<file path="src/rtl/led_pwm_wb_if.sv">
// Wishbone classic slave bundle for the LED PWM controller.
// The slave modport receives address, data and strobes and returns data and ack/err/rty.
interface led_pwm_wb_if #(
    parameter int ADDR_WIDTH   = 32,
    parameter int DATA_WIDTH   = 32,
    parameter int SELECT_WIDTH = DATA_WIDTH / 8
);
    logic [ADDR_WIDTH-1:0]   wb_adr_i;
    logic [DATA_WIDTH-1:0]   wb_dat_i;
    logic [DATA_WIDTH-1:0]   wb_dat_o;
    logic                    wb_we_i;
    logic [SELECT_WIDTH-1:0] wb_sel_i;
    logic                    wb_stb_i;
    logic                    wb_cyc_i;
    logic                    wb_ack_o;
    logic                    wb_err_o;
    logic                    wb_rty_o;

    modport slave (
        input  wb_adr_i, wb_dat_i, wb_we_i, wb_sel_i, wb_stb_i, wb_cyc_i,
        output wb_dat_o, wb_ack_o, wb_err_o, wb_rty_o
    );

    modport master (
        output wb_adr_i, wb_dat_i, wb_we_i, wb_sel_i, wb_stb_i, wb_cyc_i,
        input  wb_dat_o, wb_ack_o, wb_err_o, wb_rty_o
    );
endinterface

</file>
<file path="src/rtl/led_pwm_wb.sv">
// Multi-channel LED controller (off/on/PWM/blink) behind a Wishbone slave.
// Ack one clock after strobe (every other cycle when held); led_o lags registers/counters by one clock.
module led_pwm_wb #(
    parameter int DATA_WIDTH     = 32,
    parameter int ADDR_WIDTH     = 32,
    parameter int SELECT_WIDTH   = DATA_WIDTH / 8,
    parameter int NUM_CH         = 7,
    parameter int PWM_BITS       = 8,
    parameter int PRESCALE_WIDTH = 16
) (
    input  logic              clk,
    input  logic              rst,
    led_pwm_wb_if.slave       wb,
    output logic [NUM_CH-1:0] led_o
);

    localparam logic [1:0] MODE_OFF   = 2'd0;
    localparam logic [1:0] MODE_ON    = 2'd1;
    localparam logic [1:0] MODE_PWM   = 2'd2;
    localparam logic [1:0] MODE_BLINK = 2'd3;

    // Control/config registers
    logic                      en;
    logic                      inv;
    logic [PRESCALE_WIDTH-1:0] prescale;
    logic [7:0]                blink_per;
    logic [1:0]                ch_mode [NUM_CH];
    logic [PWM_BITS-1:0]       ch_duty [NUM_CH];

    // Shared timebase
    logic [PRESCALE_WIDTH-1:0] pre_cnt;
    logic [PWM_BITS-1:0]       pwm_cnt;
    logic [7:0]                blink_cnt;
    logic                      blink_phase;
    logic                      tick;
    logic                      frame_end;

    // Bus side
    logic                  ack_q;
    logic                  acc;
    logic                  wr;
    logic [3:0]            word;
    logic [DATA_WIDTH-1:0] rdata;
    logic [NUM_CH-1:0]     raw;
    logic                  unused_bits;

    assign word = wb.wb_adr_i[5:2];
    assign acc  = wb.wb_cyc_i & wb.wb_stb_i & ~ack_q;
    assign wr   = acc & wb.wb_we_i;

    assign wb.wb_ack_o = ack_q;
    assign wb.wb_err_o = 1'b0;
    assign wb.wb_rty_o = 1'b0;

    assign unused_bits = ^{wb.wb_adr_i, wb.wb_dat_i, wb.wb_sel_i};

    always_ff @(posedge clk) begin
        if (rst) begin
            ack_q       <= 1'b0;
            wb.wb_dat_o <= '0;
        end else begin
            ack_q <= acc;
            if (acc) begin
                wb.wb_dat_o <= rdata;
            end
        end
    end

    // Register file writes, byte lanes gated by sel
    always_ff @(posedge clk) begin
        if (rst) begin
            en        <= 1'b0;
            inv       <= 1'b0;
            prescale  <= '0;
            blink_per <= '0;
            for (int n = 0; n < NUM_CH; n++) begin
                ch_mode[n] <= MODE_OFF;
                ch_duty[n] <= '0;
            end
        end else if (wr) begin
            case (word)
                4'd0: begin
                    if (wb.wb_sel_i[0]) begin
                        en  <= wb.wb_dat_i[0];
                        inv <= wb.wb_dat_i[1];
                    end
                end
                4'd1: begin
                    for (int i = 0; i < PRESCALE_WIDTH; i++) begin
                        if (wb.wb_sel_i[i/8]) begin
                            prescale[i] <= wb.wb_dat_i[i];
                        end
                    end
                end
                4'd2: begin
                    if (wb.wb_sel_i[0]) begin
                        blink_per <= wb.wb_dat_i[7:0];
                    end
                end
                default: begin
                end
            endcase
            for (int n = 0; n < NUM_CH; n++) begin
                if (word == 4'(8 + n)) begin
                    if (wb.wb_sel_i[0]) begin
                        ch_mode[n] <= wb.wb_dat_i[1:0];
                    end
                    if (wb.wb_sel_i[1]) begin
                        ch_duty[n] <= wb.wb_dat_i[8 +: PWM_BITS];
                    end
                end
            end
        end
    end

    // Read mux; channel slots beyond NUM_CH fall through to zero
    always_comb begin
        rdata = '0;
        case (word)
            4'd0: rdata[1:0] = {inv, en};
            4'd1: rdata[PRESCALE_WIDTH-1:0] = prescale;
            4'd2: rdata[7:0] = blink_per;
            default: begin
                for (int n = 0; n < NUM_CH; n++) begin
                    if (word == 4'(8 + n)) begin
                        rdata[1:0]            = ch_mode[n];
                        rdata[8 +: PWM_BITS]  = ch_duty[n];
                    end
                end
            end
        endcase
    end

    // >= so that shrinking PRESCALE below the running count ticks immediately
    assign tick      = en & (pre_cnt >= prescale);
    assign frame_end = tick & (pwm_cnt == {PWM_BITS{1'b1}});

    always_ff @(posedge clk) begin
        if (rst || !en) begin
            pre_cnt     <= '0;
            pwm_cnt     <= '0;
            blink_cnt   <= '0;
            blink_phase <= 1'b0;
        end else begin
            pre_cnt <= tick ? '0 : pre_cnt + 1'b1;
            if (tick) begin
                pwm_cnt <= pwm_cnt + 1'b1;
            end
            if (frame_end) begin
                if (blink_cnt == blink_per) begin
                    blink_cnt   <= '0;
                    blink_phase <= ~blink_phase;
                end else begin
                    blink_cnt <= blink_cnt + 1'b1;
                end
            end
        end
    end

    always_comb begin
        raw = '0;
        for (int n = 0; n < NUM_CH; n++) begin
            case (ch_mode[n])
                MODE_ON:    raw[n] = 1'b1;
                MODE_PWM:   raw[n] = (pwm_cnt < ch_duty[n]);
                MODE_BLINK: raw[n] = blink_phase & (pwm_cnt < ch_duty[n]);
                default:    raw[n] = 1'b0;
            endcase
            raw[n] = raw[n] & en;
        end
    end

    always_ff @(posedge clk) begin
        if (rst) begin
            led_o <= '0;
        end else begin
            led_o <= raw ^ {NUM_CH{inv}};
        end
    end

endmodule

</file>
<file path="src/flat_wrapper.sv">
// flat-port wrapper written by rule: the top's interface ports become plain ports
module led_pwm_wb_flat 
#(
    parameter int DATA_WIDTH     = 32,
    parameter int ADDR_WIDTH     = 32,
    parameter int SELECT_WIDTH   = DATA_WIDTH / 8,
    parameter int NUM_CH         = 7,
    parameter int PWM_BITS       = 8,
    parameter int PRESCALE_WIDTH = 16
)
  (clk, rst, led_o, wb_wb_adr_i, wb_wb_dat_i, wb_wb_we_i, wb_wb_sel_i, wb_wb_stb_i, wb_wb_cyc_i, wb_wb_dat_o, wb_wb_ack_o, wb_wb_err_o, wb_wb_rty_o);
  led_pwm_wb_if #(.ADDR_WIDTH(ADDR_WIDTH), .DATA_WIDTH(DATA_WIDTH), .SELECT_WIDTH(SELECT_WIDTH)) wb_i ();
  input  logic clk;
  input  logic rst;
  output logic [NUM_CH-1:0] led_o;
  input wire logic [$bits(wb_i.wb_adr_i)-1:0] wb_wb_adr_i;
  input wire logic [$bits(wb_i.wb_dat_i)-1:0] wb_wb_dat_i;
  input wire logic [$bits(wb_i.wb_we_i)-1:0] wb_wb_we_i;
  input wire logic [$bits(wb_i.wb_sel_i)-1:0] wb_wb_sel_i;
  input wire logic [$bits(wb_i.wb_stb_i)-1:0] wb_wb_stb_i;
  input wire logic [$bits(wb_i.wb_cyc_i)-1:0] wb_wb_cyc_i;
  output wire logic [$bits(wb_i.wb_dat_o)-1:0] wb_wb_dat_o;
  output wire logic [$bits(wb_i.wb_ack_o)-1:0] wb_wb_ack_o;
  output wire logic [$bits(wb_i.wb_err_o)-1:0] wb_wb_err_o;
  output wire logic [$bits(wb_i.wb_rty_o)-1:0] wb_wb_rty_o;
  assign wb_i.wb_adr_i = wb_wb_adr_i;
  assign wb_i.wb_dat_i = wb_wb_dat_i;
  assign wb_i.wb_we_i = wb_wb_we_i;
  assign wb_i.wb_sel_i = wb_wb_sel_i;
  assign wb_i.wb_stb_i = wb_wb_stb_i;
  assign wb_i.wb_cyc_i = wb_wb_cyc_i;
  assign wb_wb_dat_o = wb_i.wb_dat_o;
  assign wb_wb_ack_o = wb_i.wb_ack_o;
  assign wb_wb_err_o = wb_i.wb_err_o;
  assign wb_wb_rty_o = wb_i.wb_rty_o;
  led_pwm_wb #(.DATA_WIDTH(DATA_WIDTH), .ADDR_WIDTH(ADDR_WIDTH), .SELECT_WIDTH(SELECT_WIDTH), .NUM_CH(NUM_CH), .PWM_BITS(PWM_BITS), .PRESCALE_WIDTH(PRESCALE_WIDTH)) u_core (.clk(clk), .rst(rst), .wb(wb_i), .led_o(led_o));
endmodule
</file>
<file path="config.mk">
export PLATFORM = sky130hd
export DESIGN_NAME = led_pwm_wb_flat
export DESIGN_NICKNAME = d
export VERILOG_FILES = /design/src/rtl/led_pwm_wb_if.sv /design/src/rtl/led_pwm_wb.sv /design/src/flat_wrapper.sv
export SDC_FILE = /design/constraint.sdc
export NUM_CORES = 1
export LEC_CHECK = 0
export ABC_AREA = 0
export BUFFER_PORTS_ARGS = -buffer_cell sky130_fd_sc_hd__buf_4
export CORE_ASPECT_RATIO = 0.5
export CORE_MARGIN = 3
export CORE_UTILIZATION = 60
export CTS_BUF_LIST = sky130_fd_sc_hd__clkbuf_8
export DETAILED_ROUTE_END_ITERATION = 8
export PLACE_DENSITY = 0.94
export SKIP_CTS_REPAIR_TIMING = 1
export SLEW_MARGIN = 20
export SYNTH_ARGS = -nofsm -noshare
export SYNTH_HDL_FRONTEND = slang
export SYNTH_SLANG_ARGS = --single-unit
</file>
<file path="constraint.sdc">
create_clock -name clk -period 2.69 [get_ports clk]
set_input_delay 0.269 -clock clk [delete_from_list [all_inputs] [get_ports clk]]
set_output_delay 0.269 -clock clk [all_outputs]
set_load 0.005 [all_outputs]
</file>
==> results by group <==
Die
  – Core Area: 0.0138 mm²
  – Rows: 30
  – Die Span X: 175 µm
  – Die Span Y: 90.5 µm
  – Initial Util: 62.2%
  – Ports: 115
  – Die area: 0.0158 mm²

STA
  – Final Critical Period: 2.44 ns
  – Worst Skew: 0.0136 ns
  – Setup violations, final: 0
  – Tcrit/Tclk final: 90.7%
  – Setup TNS: 0 ns
  – Least-Margin Pin Slew: 0.726 ns
  – Max-slew violation count: 0
  – Unrepaired setup endpoints after global routing: no
  – Worst rel slew slack: 51.6%
  – Final Hold Viols: 0
  – FMAX: 410 MHz

Worst hold path
  – Hold Startpoint: wb_wb_dat_i[14]
  – WHS Path Cells: 3
  – Worst Hold Endpoint: u_core.prescale[14]
  – Min-delay worst type: input port to register

Drt
  – Via/cell ratio: 6.46
  – Wirelength per Cell: 19.7 µm
  – Residual DRC: 0
  – Total number of vias: 7,864
  – Drt first pass iters: 6
  – Final WL: 24,000 µm
  – Initial DRC Count: 1,297
  – Post-route ant nets: 0

Place
  – Post-DP Area: 0.00910 mm²
  – Detailed Place HPWL: 16,900 µm
  – Routability congestion estimate: 0.958
  – Port-buffer cells: 50

Critical path
  – CP bufs+invs: 2
  – Delay-heaviest family, CP: simple AND/OR/NAND/NOR gates
  – Worst flop-to-flop path startpoint: u_core.prescale[13]
  – CP cell instances: inv_1 > ha_1 > nand4_1 > nor3_1 > a2111o_1 > a41oi_4 > buf_4 > or4_1 > a21oi_1
  – R2R setup slack: 0.25 ns
  – Crit path arrival time: 2.84 ns
  – CP max FO: 14
  – Critical Path Sink Type: register
  – Slowest-stage cell, CP: or4_1
  – R2r endpoint: u_core.pwm_cnt[7]
  – Worst R2R Path Depth: 9
  – CP required: 3.09 ns
  – Setup CP Type: register to register
  – CP peak stage delay: 0.52 ns
  – CP Launch Type: register

Synthesis
  – Synth Flop Type: dfxtp_1
  – Synth top area share: 24.5%
  – Yosys warns: 0
  – Post-Syn Area per Cell: 8.90 µm²
  – #FFs+latches synth: 153
  – Post-synth cell types: 51
  – Cells after Synth: 963
  – Sequential element share of the synthesized area: 43.9%
  – Synth area leader: edfxtp_1
  – Fraction of registers with async set or reset after synthesis: 0%
  – Cell area after synthesis: 0.00857 mm²
  – Synth area leaders: edfxtp_1 25%, dfxtp_1 19%, ha_1 9.9%
  – EDFF count, synth: 70

Global route
  – Vias in the first global route: 7,553
  – Total gr overflow: 0
  – Total track usage: 30.5%
  – Initial antenna violation count: 0
  – Largest net degree at the start of global routing: 70
  – First-pass GRT wire length: 38,100 µm

Run status
  – Status: completed

Layout
  – Most frequent cells in the layout: 128 x nor2_1, 105 x nand2_1, 83 x dfxtp_1
  – Fillers: 918
  – Most common cell after layout, fill and taps aside: nor2_1
  – Net count, final: 1,153
  – Design area: 0.00950 mm²
  – Ant. Diodes: 0
  – Ratio of cells with drive above 1 in the final layout: 11.2%
  – Area growth syn-to-layout: 10.8%

CTS
  – Clock Latency Late Sink: 0.48 ns
  – Num CTS Buffers: 17
  – Reg clk slew, reported paths: 0.09 ns
  – Clock Path Buffers: 2
  – Clk root buf: clkbuf_8
  – CTS tree: yes
  – Sink Count: 153
  – CTS H-tree depth: 4

Power and ir drop
  – Int Pwr: 3.47 mW
  – Seq pwr share: 53.8%
  – Net Sw Frac: 26.6%
  – Switching power: 1.26 mW
  – Maximum vdd ir drop: 0.387 mV
  – Clock group share of total power: 38.4%
  – Comb pwr share: 7.8%
  – LEAKAGE: 3.86 nW
  – P per Cell Area: 498 mW/mm²

Run
  – Max Cap Viol: 0
## power by group through the flow
stage / Clock (mW) / Sequential, mW / Combinational (mW)
3_5_place_dp: 0 / 2.59 / 0.354
3_3_place_gp: 0 / 2.59 / 0.334
5_1_grt: 1.91 / 2.55 / 0.400
6_report: 1.81 / 2.54 / 0.371
4_1_cts: 1.80 / 2.54 / 0.358
2_1_floorplan: 0 / 2.57 / 0.234
## worst max-delay path by stage
stage | endpoint | cells past startpoint | slack (ns) | startpoint
4_1_cts | u_core.pwm_cnt[6] | 9 | 0.27 | u_core.prescale[9]
6_report | u_core.pwm_cnt[7] | 9 | 0.25 | u_core.prescale[13]
2_1_floorplan | u_core.blink_cnt[2] | 8 | 0.63 | u_core.prescale[7]
3_5_place_dp | u_core.pwm_cnt[6] | 9 | 0.29 | u_core.prescale[9]
3_3_place_gp | u_core.pwm_cnt[7] | 9 | 0.39 | u_core.prescale[9]
5_1_grt | u_core.pwm_cnt[7] | 9 | 0.08 | u_core.prescale[13]
## cells in the mapped netlist, types with 2 or more instances
cell       instances
a211oi_1           7
a21o_1            16
a21oi_1           67
a221o_1            2
a221oi_1          14
a222oi_1           2
a22oi_1           12
a31oi_1            4
a32o_1             6
and3_1            14
buf_1              2
buf_2              7
buf_4             18
buf_6              2
clkbuf_1          27
dfxtp_1           83
edfxtp_1          70
ha_1              68
inv_1             79
mux2i_1            5
mux4_2             4
nand2_1          105
nand2b_1          28
nand3_1           46
nand4_1            3
nand4b_1           3
nor2_1           128
nor2b_1           16
nor3_1            24
nor4_1             2
o211ai_1           6
o21ai_0           23
o21ai_1            3
o22ai_1            6
o2bb2ai_1          3
o31ai_1            5
or2_2              4
or3_1              5
or4_1              7
xnor2_1           10
xor2_1            17
## worst register-to-register path, stage by stage (launching register included)
cell      delay (ns)
dfxtp_1         0.45
inv_1           0.08
ha_1            0.29
nand4_1         0.15
nor3_1          0.22
a2111o_1        0.20
a41oi_4         0.08
buf_4           0.23
or4_1           0.52
a21oi_1         0.15
## area by class of cell
class / instances / area (µm²) / share of cell area (%)
clock buffer: 17 / 234 / 2.46
inverter: 79 / 297 / 3.12
tap: 192 / 240 / 2.53
timing repair buffer: 69 / 518 / 5.45
multi-input combinational: 692 / 4280 / 45.1
clock inverter: 15 / 166 / 1.75
sequential: 153 / 3760 / 39.6
## routing by layer
metal  GRT usage [%]  vias up  routed length, µm
li1                -     3431                  -
met1            38.0     3605               8810
met2            47.8      650              10700
met3            8.14      178               3020
met4            18.1        0               1500
met5               0        -                  0
## flip-flops by register name, indices dropped and copies added, names as in the netlist, 7 cells and up
register            flops
u_core.blink_cnt        8
u_core.prescale        16
u_core.wb.wb_dat_o     16
u_core.ch_duty         56
u_core.pre_cnt         16
u_core.pwm_cnt          8
u_core.blink_per        8
u_core.ch_mode         14
u_core.led_o            7
## logic make-up (layout without fill, tap and decap cells)
group	count (synthesis)	after routing	synth area share, %
AO/OA/AOI/OAI	179	179	13.7
XOR/XNOR	27	27	2.76
adder cells (fa/ha/maj)	68	68	9.92
buffers and inverters	135	180	6.98
flip-flops	153	153	43.9
multiplexers	9	9	1.63
other	1	18	0.0437
AND/OR/NAND/NOR	391	391	21.1
## through the flow
stage / utilization (%) / hold WS, ns / total power, mW / std cells / setup WS, ns
finish: 69.0 / 0.0623 / 4.73 / 1217 / 0.251
global route: 69.0 / 0.0555 / 4.86 / 1217 / 0.0775
CTS: 69.0 / 0.0542 / 4.69 / 1217 / 0.266
detailed placement: 66.1 / 0.455 / 2.94 / 1185 / 0.290
global placement: 66.1 / 0.440 / 2.92 / 1185 / 0.395
floorplan: - / 0.413 / 2.81 / 980 / 0.629
Note: power is estimated with default switching activity, not from simulation.
